[src/rtl/tsmp_frame_filter_pkg.sv]
// Shared constants and types for the TSMP ingress frame filter.
package tsmp_frame_filter_pkg;

  // Cycle markers carried in the top two bits of every frame cycle
  localparam logic [1:0] HEAD = 2'b01;
  localparam logic [1:0] MID  = 2'b11;
  localparam logic [1:0] TAIL = 2'b10;

  // TSMP subtypes the downstream decapsulator understands
  localparam logic [7:0] ARP_ACK  = 8'h00;
  localparam logic [7:0] NMAC_CFG = 8'h02;
  localparam logic [7:0] PTP      = 8'h05;

  localparam logic [15:0] TSMP_ETHERTYPE_DEF = 16'hFF01;

  // Field positions inside a 134-bit frame cycle
  localparam int MARK_HI  = 133;
  localparam int MARK_LO  = 132;
  localparam int ETYPE_HI = 31;
  localparam int ETYPE_LO = 16;
  localparam int SUBT_HI  = 15;
  localparam int SUBT_LO  = 8;

  typedef enum logic [1:0] {
    ST_IDLE = 2'd0,
    ST_PASS = 2'd1,
    ST_DROP = 2'd2
  } state_t;

  function automatic logic subtype_ok(input logic [7:0] st);
    return (st == ARP_ACK) || (st == NMAC_CFG) || (st == PTP);
  endfunction

endpackage

[src/rtl/tsmp_frame_filter_sat_counter.sv]
// Saturating event counter with synchronous clear; holds at all-ones.
module tsmp_frame_filter_sat_counter #(
  parameter int CNT_W = 16
) (
  input  logic             i_clk,
  input  logic             i_clr,
  input  logic             i_inc,
  output logic [CNT_W-1:0] ov_cnt
);

  logic [CNT_W-1:0] r_cnt;

  // Count one event per enabled cycle, stopping at the top value
  always_ff @(posedge i_clk) begin
    if (i_clr) begin
      r_cnt <= '0;
    end else if (i_inc && (r_cnt != {CNT_W{1'b1}})) begin
      r_cnt <= r_cnt + CNT_W'(1);
    end
  end

  assign ov_cnt = r_cnt;

endmodule

[src/rtl/tsmp_frame_filter.sv]
// TSMP ingress filter: forwards well-formed supported TSMP frames with one
// cycle of latency and guarantees every forwarded frame is head/tail bounded.
module tsmp_frame_filter
  import tsmp_frame_filter_pkg::*;
#(
  parameter logic [15:0] TSMP_ETHERTYPE = TSMP_ETHERTYPE_DEF,
  parameter int          MAX_CYCLES     = 128,
  parameter int          CNT_W          = 16
) (
  input  logic             i_clk,
  input  logic             i_rst,
  input  logic [133:0]     iv_data,
  input  logic             i_data_wr,
  output logic [133:0]     ov_data,
  output logic             o_data_wr,
  output logic [CNT_W-1:0] ov_pass_cnt,
  output logic [CNT_W-1:0] ov_drop_cnt
);

  localparam int CYC_W = $clog2(MAX_CYCLES) + 1;

  state_t             r_state;
  state_t             w_state_next;
  logic [CYC_W-1:0]   r_cyc;
  logic [CYC_W-1:0]   w_cyc_next;
  logic [CYC_W-1:0]   w_cyc_inc;
  logic [133:0]       r_data;
  logic [133:0]       w_data_next;
  logic               r_wr;
  logic               w_wr_next;
  logic               w_pass_inc;
  logic               w_drop_inc;
  logic [1:0]         w_mark;
  logic               w_head_ok;
  logic [133:0]       w_as_tail;

  assign w_mark    = iv_data[MARK_HI:MARK_LO];
  assign w_head_ok = (iv_data[ETYPE_HI:ETYPE_LO] == TSMP_ETHERTYPE) &&
                     subtype_ok(iv_data[SUBT_HI:SUBT_LO]);
  // Same cycle with its marker rewritten so downstream sees the frame close
  assign w_as_tail = {TAIL, iv_data[MARK_LO-1:0]};
  assign w_cyc_inc = r_cyc + CYC_W'(1);

  // State, cycle count and the registered output stage
  always_ff @(posedge i_clk) begin
    if (i_rst) begin
      r_state <= ST_IDLE;
      r_cyc   <= '0;
      r_data  <= '0;
      r_wr    <= 1'b0;
    end else begin
      r_state <= w_state_next;
      r_cyc   <= w_cyc_next;
      r_data  <= w_data_next;
      r_wr    <= w_wr_next;
    end
  end

  // Frame acceptance, truncation and tail-repair decisions
  always_comb begin
    w_state_next = r_state;
    w_cyc_next   = r_cyc;
    w_data_next  = '0;
    w_wr_next    = 1'b0;
    w_pass_inc   = 1'b0;
    w_drop_inc   = 1'b0;

    if (i_data_wr) begin
      unique case (r_state)
        ST_IDLE, ST_DROP: begin
          if (w_mark == HEAD) begin
            if (w_head_ok) begin
              w_data_next  = iv_data;
              w_wr_next    = 1'b1;
              w_cyc_next   = CYC_W'(1);
              w_state_next = ST_PASS;
            end else begin
              w_drop_inc   = 1'b1;
              w_cyc_next   = '0;
              w_state_next = ST_DROP;
            end
          end else if ((r_state == ST_DROP) && (w_mark == TAIL)) begin
            w_state_next = ST_IDLE;
          end
        end
        ST_PASS: begin
          if (w_mark == HEAD) begin
            // Previous tail never came: close it on this cycle, discard the new frame
            w_data_next  = w_as_tail;
            w_wr_next    = 1'b1;
            w_drop_inc   = 1'b1;
            w_cyc_next   = '0;
            w_state_next = ST_DROP;
          end else if (w_mark == TAIL) begin
            w_data_next  = iv_data;
            w_wr_next    = 1'b1;
            w_pass_inc   = 1'b1;
            w_state_next = ST_IDLE;
          end else if (w_cyc_inc == CYC_W'(MAX_CYCLES)) begin
            // Last permitted cycle without a tail: truncate the frame here
            w_data_next  = w_as_tail;
            w_wr_next    = 1'b1;
            w_drop_inc   = 1'b1;
            w_cyc_next   = w_cyc_inc;
            w_state_next = ST_DROP;
          end else begin
            w_data_next  = iv_data;
            w_wr_next    = 1'b1;
            w_cyc_next   = w_cyc_inc;
          end
        end
        default: begin
          w_state_next = ST_IDLE;
        end
      endcase
    end
  end

  tsmp_frame_filter_sat_counter #(.CNT_W(CNT_W)) u_pass_cnt (
    .i_clk  (i_clk),
    .i_clr  (i_rst),
    .i_inc  (w_pass_inc),
    .ov_cnt (ov_pass_cnt)
  );

  tsmp_frame_filter_sat_counter #(.CNT_W(CNT_W)) u_drop_cnt (
    .i_clk  (i_clk),
    .i_clr  (i_rst),
    .i_inc  (w_drop_inc),
    .ov_cnt (ov_drop_cnt)
  );

  assign ov_data   = r_data;
  assign o_data_wr = r_wr;

endmodule

[config.mk]
export PLATFORM = sky130hd
export DESIGN_NAME = tsmp_frame_filter
export DESIGN_NICKNAME = d
export VERILOG_FILES = /design/src/rtl/tsmp_frame_filter_pkg.sv /design/src/rtl/tsmp_frame_filter_sat_counter.sv /design/src/rtl/tsmp_frame_filter.sv
export SDC_FILE = /design/constraint.sdc
export NUM_CORES = 1
export LEC_CHECK = 0
export ABC_AREA = 1
export BUFFER_PORTS_ARGS = -buffer_cell sky130_fd_sc_hd__buf_2
export CAP_MARGIN = 15
export CORE_MARGIN = 3
export CORE_UTILIZATION = 25
export CTS_CLUSTER_DIAMETER = 100
export DETAILED_ROUTE_END_ITERATION = 6
export GPL_ROUTABILITY_DRIVEN = 0
export GPL_TIMING_DRIVEN = 0
export HOLD_SLACK_MARGIN = 0.1
export PLACE_DENSITY = 0.48
export SLEW_MARGIN = 20
export SYNTH_ARGS = -nofsm -noshare
export SYNTH_HDL_FRONTEND = slang
export SYNTH_SLANG_ARGS = --single-unit
[constraint.sdc]
create_clock -name i_clk -period 2.1 [get_ports i_clk]
set_clock_uncertainty 0.2 [all_clocks]
set_input_delay 0.315 -clock i_clk [delete_from_list [all_inputs] [get_ports i_clk]]
set_output_delay 0.315 -clock i_clk [all_outputs]
set_load 0.02 [all_outputs]
==> impl_summary.txt, run 1 <==
----------------------------------------------------
[Timing]
  Final Worst Setup Slack ... 0.0819 ns
  Setup-failing EPs final ... 0
  Count of endpoints failing hold in the final timing report ... 0
  Hold Slack ... 0.149 ns
  Final Max Slew Viols ... 0
  Final min period ... 2.02 ns
  RSZ-0062 raised after global routing ... yes
  Slew @ Worst Pin ... 0.707 ns
  Worst max-slew margin expressed relative to the limit ... 52.5%
  Period utilization ... 96.1%
  Peak Freq ... 0.496 GHz

[Floorplan]
  Chip Height ... 166 um
  Horizontal die dimension ... 166 um
  Std-Cell Rows ... 57
  Initial cell density of the core ... 25.8%
  Core outline area ... 0.0247 mm2
  Area of the die ... 0.0275 mm2
  Number of I/O pins ... 304

[Setup path]
  Destination of the worst register-to-register timing path ... u_drop_cnt.ov_cnt[4]
  Startpoint type of the worst setup path ... flip-flop
  Reg2reg path depth ... 14
  Critical path data arrival time ... 2.19 ns
  Largest delay share family, worst path ... simple AND/OR/NAND/NOR gates
  Type of the worst setup path ... flip-flop to flip-flop
  Cells along the critical path ... ha_4 -> nand2_2 -> inv_2 -> nand3_1 -> nor2_4 -> nand4_1 -> nand2_1 -> nand2_2 -> nand2_8 -> clkbuf_16 -> nand3_1 -> nand2_1 -> inv_1 -> nor2_1
  Bufs and invs on worst path ... 3
  Req. time, crit path ... 2.27 ns
  Crit-path max FO ... 6
  Crit path max-delay cell type ... dfxtp_4
  Worst R2R Start ... r_cyc[0]
  R2r setup slk ... 0.08 ns
  Endpoint type of the worst setup path ... flip-flop
  Largest stage delay, worst path ... 0.39 ns

[Power and ir drop]
  Static leakage ... 0.00562 uW
  Internal power summed over all cells ... 5390 uW
  Share of power burned in combinational logic ... 9.8%
  Power per cell area ... 690 mW/mm2
  Worst supply voltage drop on vdd ... 416 uV
  Net switching power figure ... 1950 uW
  Relative contribution of sequential cells to total power ... 46.5%
  Net Sw Frac ... 26.6%
  Relative contribution of the clock network to total power ... 43.7%

[Clock network]
  Clock tree from TritonCTS ... done
  Clock root buffer ... clkbuf_16
  Count of clock tree sinks ... 177
  Clk pin slew, worst setup/hold paths ... 0.08 ns
  Number of buffers on the longest clock path ... 2
  Worst skew pair latency ... 0.43 ns
  H-tree level count ... 4
  Number of buffers created by CTS ... 17

[Global routing]
  Vias in the first global route ... 6433
  Overall global routing resource usage ... 15.7%
  Global-route wire length before repair ... 34.9 mm
  Remaining global-route overflow ... 0
  Maximum number of pins on one net before global-route repair ... 20
  Initial antenna violation count ... 0

[Placement]
  Total half-perimeter wirelength after legalization and detailed placement ... 15.9 mm
  Placed inst area ... 0.00831 mm2
  Number of buffer cells added on primary ports ... 302
  Post-place setup slack ... -0.570 ns

[Finish]
  Synth-to-Final Area Change ... 66.5%
  Antenna cell count ... 0
  Most frequent cells in the layout ... buf_2 (305), inv_1 (197), nor2_1 (173)
  Layout cell share with drive strength beyond 1 ... 32.1%
  Leading cell type in the layout, fill and taps excluded ... buf_2
  Share of the core filled with cells in the final layout ... 43.0%
  Design Area, Final ... 0.0106 mm2
  NumNets Final ... 1440

[Synth]
  Register area share after synthesis ... 55.5%
  Biggest area contributors in the synthesized netlist ... dfxtp_1 (55%), inv_1 (12%), nor2_1 (11%), nand2_1 (6.1%), nand3_1 (2.8%)
  Average size of a mapped cell ... 7.69 um2
  Net Count, Synth ... 973
  Number of unique standard cell types used by synthesis ... 35
  Yosys top cell by area ... dfxtp_1
  Area share of the largest cell type after synthesis ... 55.5%
  Cells after synthesis ... 831
  Register bit total from synthesis ... 177
  Synthesized cell area ... 0.00639 mm2
  Synth Warn # ... 0

[Route]
  Via-per-instance ratio ... 4.01
  Detail-routed net length per standard cell ... 13.6 um
  Initial DRC Count ... 339
  Drt drc ... 0
  Post-route antenna net violation count ... 0
  Detailed Routing Iterations Pass 1 ... 4
  Total number of vias ... 6555
  Routed Wire Length ... 22.2 mm

[Status]
  Status ... complete, no violations

[Run]
  # Max-Cap Violations ... 0

[Min path]
  Worst hold start ... i_data_wr
  Path class of the lowest-slack min-delay path ... input pin to flip-flop
  Worst Hold Path Cells ... 4
  Sink of the worst hold path ... r_state[0]

----------------------------------------------------
## worst max path at each step
stage                         start               endpoint  slack, ns  depth (start not counted)
3_3_place_gp             iv_data[8]             ov_data[9]      -0.52                         10
2_1_floorplan  u_drop_cnt.ov_cnt[0]   u_drop_cnt.ov_cnt[5]       0.04                         12
5_1_grt                    r_cyc[0]  u_drop_cnt.ov_cnt[15]      -0.08                         15
6_report                   r_cyc[0]   u_drop_cnt.ov_cnt[4]       0.08                         14
3_5_place_dp             iv_data[8]            ov_data[12]      -0.57                         10
4_1_cts                    r_cyc[0]   u_drop_cnt.ov_cnt[2]      0.002                         14
## cells in the mapped netlist
cell type,instances
buf_6,7
a21boi_0,1
a31o_2,1
buf_4,2
nor4_2,1
nor3b_1,3
clkinv_1,1
buf_1,6
nor2_2,2
nand3_2,1
clkbuf_1,7
dfxtp_1,177
nand3_1,36
xnor2_1,1
ha_1,5
nand2_4,1
nor2_1,180
buf_2,2
nand2_2,3
a31oi_1,3
nor3_1,14
a221oi_1,1
o21ai_0,13
a211oi_1,2
inv_2,2
inv_1,201
nor2_4,1
nor3_2,3
nand3b_1,1
nand2_1,103
nor4_1,1
a21oi_1,22
o21bai_1,1
o21ai_1,2
nand4_1,24
## metal layers
layer | GRT usage, % | wire length [um] | vias up
li1 | - | - | 3405
met1 | 19.1 | 9530 | 2932
met2 | 27.9 | 11200 | 200
met3 | 3.45 | 1070 | 18
met4 | 4.67 | 354 | 0
met5 | 0 | 0 | -
## tightest hold or removal path: cells and delay by family
family	cells	cell delay, ns
and+or+nand+nor	1	0.08
buffers and inverters	1	0.14
AOI/OAI and AO/OA	2	0.19
## metrics by stage
step / power (uW) / TNS [ns] / std cells
2_1_floorplan: 3730 / 0 / 831
3_3_place_gp: 3970 / -56.79 / 1457
3_5_place_dp: 3970 / -65.17 / 1457
4_1_cts: 7420 / 0 / 1628
5_1_grt: 7670 / -1.04 / 1635
6_report: 7340 / 0 / 1635
## power by group through the flow
stage	clock [uW]	combinational, uW	sequential (uW)
floorplan	0	184	3550
finish	3210	719	3420
global placement	0	472	3500
CTS	3320	682	3420
detailed placement	0	472	3500
global route	3460	791	3420
## state kept, by name (all words and copies together), names as in the netlist
signal,flops
o_data_wr,1
r_state,2
u_drop_cnt.ov_cnt,16
ov_data,134
u_pass_cnt.ov_cnt,16
r_cyc,8
## kinds of logic (layout without fill, tap and decap cells)
family	count (synthesis)	in the layout	share of synthesized area (%)
flip-flops	177	177	55.5
AO/OA/AOI/OAI	46	46	3.94
buffers and inverters	228	708	14.4
adder cells (fa/ha/maj)	5	5	0.979
XOR/XNOR	1	1	0.137
AND/OR/NAND/NOR	374	374	25.1
## timing repair
action	in CTS	in global routing
pin swaps	2	38
setup buffers	2	4
setup endpoints to repair	84	40
hold buffers	137	0
gates cloned	0	3
gates resized for setup	11	70
hold endpoints to repair	138	0
## cell type report
class	count	area, um2
plain buffers	24	178
well taps	324	405
multi-input cells	426	2120
repair buffers	448	3000
fillers	2543	14100
inverters	204	769
clock inverters	14	164
clock buffers	18	429
flip-flops and latches	177	3570
(Power assumes the default switching activity.)
==> run 2: changes to the inputs <==
==> constraint.sdc (replaced) <==
create_clock -name i_clk -period 2.55 [get_ports i_clk]
set_clock_uncertainty 0.2 [all_clocks]
set_input_delay 0.3825 -clock i_clk [delete_from_list [all_inputs] [get_ports i_clk]]
set_output_delay 0.3825 -clock i_clk [all_outputs]
set_load 0.02 [all_outputs]
==> impl_summary.txt, run 2 (synthesis results as in run 1) <==
----------------------------------------------------
[Timing]
  Setup-failing EPs final ... 0 (unchanged)
  Period utilization ... 91.7%
  RSZ-0062 raised after global routing ... no (was yes)
  Total negative slack ... 0 ns (unchanged)
  Worst max-slew margin expressed relative to the limit ... 52.2% (was 52.5%)
  Hold Slack ... 0.169 ns (was 0.149 ns)
  Peak Freq ... 0.428 GHz
  Count of endpoints failing hold in the final timing report ... 0 (unchanged)
  Final Max Slew Viols ... 0 (unchanged)
  Final min period ... 2.34 ns
  Slew @ Worst Pin ... 0.712 ns (was 0.707 ns)

[Min path]
  Worst hold start ... i_rst (was i_data_wr)
  Sink of the worst hold path ... r_cyc[2] (was r_state[0])
  Path class of the lowest-slack min-delay path ... input pin to flip-flop (unchanged)
  Worst Hold Path Cells ... 2 (was 4)

[Finish]
  Layout cell share with drive strength beyond 1 ... 27.7% (was 32.1%)
  Most frequent cells in the layout ... buf_2 (304), inv_1 (201), nor2_1 (180) (was buf_2 (305), inv_1 (197), nor2_1 (173))
  Max reg flops ... 134 (unchanged)
  Antenna cell count ... 0 (unchanged)
  Synth-to-Final Area Change ... 60.4% (was 66.5%)
  NumNets Final ... 1428 (was 1440)
  Leading cell type in the layout, fill and taps excluded ... buf_2 (unchanged)
  Filler Cells Inserted ... 2572 (was 2543)

[Clock network]
  Clock root buffer ... clkbuf_16 (unchanged)
  H-tree level count ... 4 (unchanged)
  Number of buffers created by CTS ... 17 (unchanged)
  Number of buffers on the longest clock path ... 2 (unchanged)
  Clk pin slew, worst setup/hold paths ... 0.08 ns (about the same)
  Clock tree from TritonCTS ... done (unchanged)
  Post-CTS repair timing setup buffer count ... 0 (was 2)
  Worst skew pair latency ... 0.43 ns (about the same)
  Count of clock tree sinks ... 177 (unchanged)

[Setup path]
  Cells along the critical path ... dlygate4sd3_1 -> buf_2 -> nand2_1 -> nor3_1 -> nand3_1 -> nand2_1 -> nand2_4 -> buf_4 -> buf_6 -> nor2_1 (was ha_4 -> nand2_2 -> inv_2 -> nand3_1 -> nor2_4 -> nand4_1 -> nand2_1 -> nand2_2 -> nand2_8 -> clkbuf_16 -> nand3_1 -> nand2_1 -> inv_1 -> nor2_1)
  Crit-path max FO ... 10 (was 6)
  Req. time, crit path ... 2.72 ns (was 2.27 ns)
  Destination of the worst register-to-register timing path ... u_drop_cnt.ov_cnt[5] (was u_drop_cnt.ov_cnt[4])
  Endpoint type of the worst setup path ... flip-flop (unchanged)
  Critical path data arrival time ... 2.51 ns (was 2.19 ns)
  Startpoint type of the worst setup path ... input pin (was flip-flop)
  Reg2reg path depth ... 12 (was 14)
  Largest stage delay, worst path ... 0.53 ns (was 0.39 ns)
  Worst setup startpoint ... iv_data[31] (was r_cyc[0])
  Most common cell type on the critical path ... nand2_1
  R2r setup slk ... 0.29 ns (was 0.08 ns)
  Worst R2R Start ... u_drop_cnt.ov_cnt[0] (was r_cyc[0])
  Crit path max-delay cell type ... dlygate4sd3_1 (was dfxtp_4)
  Type of the worst setup path ... input pin to flip-flop (was flip-flop to flip-flop)

[Power and ir drop]
  Net Sw Frac ... 26.5% (was 26.6%)
  Relative contribution of the clock network to total power ... 43.9% (was 43.7%)
  Power per cell area ... 586 mW/mm2 (was 690 mW/mm2)
  Worst supply voltage drop on vdd ... 342 uV (was 416 uV)
  Relative contribution of sequential cells to total power ... 46.8% (was 46.5%)
  Internal power summed over all cells ... 4410 uW (was 5390 uW)
  Net switching power figure ... 1590 uW (was 1950 uW)
  Static leakage ... 0.00547 uW (was 0.00562 uW)
  Share of power burned in combinational logic ... 9.2% (was 9.8%)

[Floorplan]
  Area of the die ... 0.0275 mm2 (unchanged)
  Number of I/O pins ... 304 (unchanged)
  Initial cell density of the core ... 25.8% (unchanged)
  Horizontal die dimension ... 166 um (unchanged)
  Chip Height ... 166 um (unchanged)
  Core outline area ... 0.0247 mm2 (unchanged)
  Std-Cell Rows ... 57 (unchanged)

[Route]
  Drt drc ... 0 (unchanged)
  Routed Wire Length ... 21.7 mm (was 22.2 mm)
  Post-route antenna net violation count ... 0 (unchanged)
  Initial DRC Count ... 294 (was 339)
  Met3 wire len ... 949 um (was 1.07 mm)
  Wire length the detailed router placed on met1 ... 9.51 mm (was 9.53 mm)
  Detailed Routing Iterations Pass 1 ... 4 (unchanged)
  Sum of met2 wire segment lengths after detailed routing ... 10.9 mm (was 11.2 mm)
  Detail-routed net length per standard cell ... 13.4 um (was 13.6 um)
  Highest metal layer used by the detailed router ... met4 (unchanged)
  Via-per-instance ratio ... 3.99 (was 4.01)
  Total number of vias ... 6476 (was 6555)

[Status]
  Status ... complete, no violations (unchanged)

[Global routing]
  Maximum number of pins on one net before global-route repair ... 20 (unchanged)
  Remaining global-route overflow ... 0 (unchanged)
  Initial antenna violation count ... 0 (unchanged)
  Vias in the first global route ... 6393 (was 6433)
  Overall global routing resource usage ... 15.6% (was 15.7%)
  Global-route wire length before repair ... 34.7 mm (was 34.9 mm)

[Placement]
  Total half-perimeter wirelength after legalization and detailed placement ... 15.9 mm (unchanged)
  Number of buffer cells added on primary ports ... 302 (unchanged)

[Run]
  # Max-Cap Violations ... 0 (unchanged)

----------------------------------------------------
## run 2: cell types whose count changed in the layout (fill, tap and decap cells not counted), sizes merged
| cell | change |
|---|---|
| clkinv | +1 |
| dlygate4sd3 | -3 |
| buf | -3 |
| clkbuf | -6 |
| clkinvlp | -1 |
## run 2: stage by stage
stage	instance area (um2)	utilization, %	power [uW]	setup WS (ns)	instances
4_1_cts	10200	41.4	6100	0.0292	1623
5_1_grt	10200	41.4	6280	0.0177	1623
3_5_place_dp	8310	33.6	3270	-0.187	1457
2_1_floorplan	6390	-	3070	0.491	831
3_3_place_gp	8310	33.6	3270	-0.137	1457
6_report	10200	41.4	6010	0.212	1623
## run 2: repair_timing
item,4_1_cts,5_1_grt
resized for setup,0,2
hold buffers,134,0
endpoints found under the hold margin,135,0
endpoints found under the setup margin,0,40
## run 2: worst max-delay path by stage
stage                                end  cells past startpoint
finish                       ov_data[32]                     10
global route        u_pass_cnt.ov_cnt[9]                     11
CTS                          ov_data[12]                      9
detailed placement           ov_data[12]                     10
global placement              ov_data[9]                     10
floorplan           u_drop_cnt.ov_cnt[5]                     12
## run 2: worst max-delay path, delay by kind of cell
family | cells | cell delay (ns)
and+or+nand+nor | 6 | 1.10
buffers and inverters | 4 | 1.01
## run 2: layer usage
metal	up-vias	GRT usage [%]
met4	0	4.67
li1	3378	-
met3	18	3.45
met5	-	0
met2	180	27.6
met1	2900	19.1
## run 2: power groups by stage
| stage | Sequential (uW) | Clock [uW] | Combinational [uW] |
|---|---|---|---|
| 3_5_place_dp | 2880 | 0 | 389 |
| 5_1_grt | 2820 | 2850 | 612 |
| 3_3_place_gp | 2880 | 0 | 389 |
| 6_report | 2820 | 2640 | 553 |
| 4_1_cts | 2820 | 2730 | 558 |
| 2_1_floorplan | 2920 | 0 | 152 |
## run 2: cell type report
type / count / area, um2 / share of cell area, %
Multi-Input combinational cell: 426 / 1930 / 18.9
Inverter: 204 / 766 / 7.47
Buffer: 24 / 154 / 1.50
Tap cell: 324 / 405 / 3.96
Timing Repair Buffer: 436 / 2850 / 27.8
Clock inverter: 14 / 164 / 1.60
Clock buffer: 18 / 429 / 4.19
Sequential cell: 177 / 3540 / 34.6
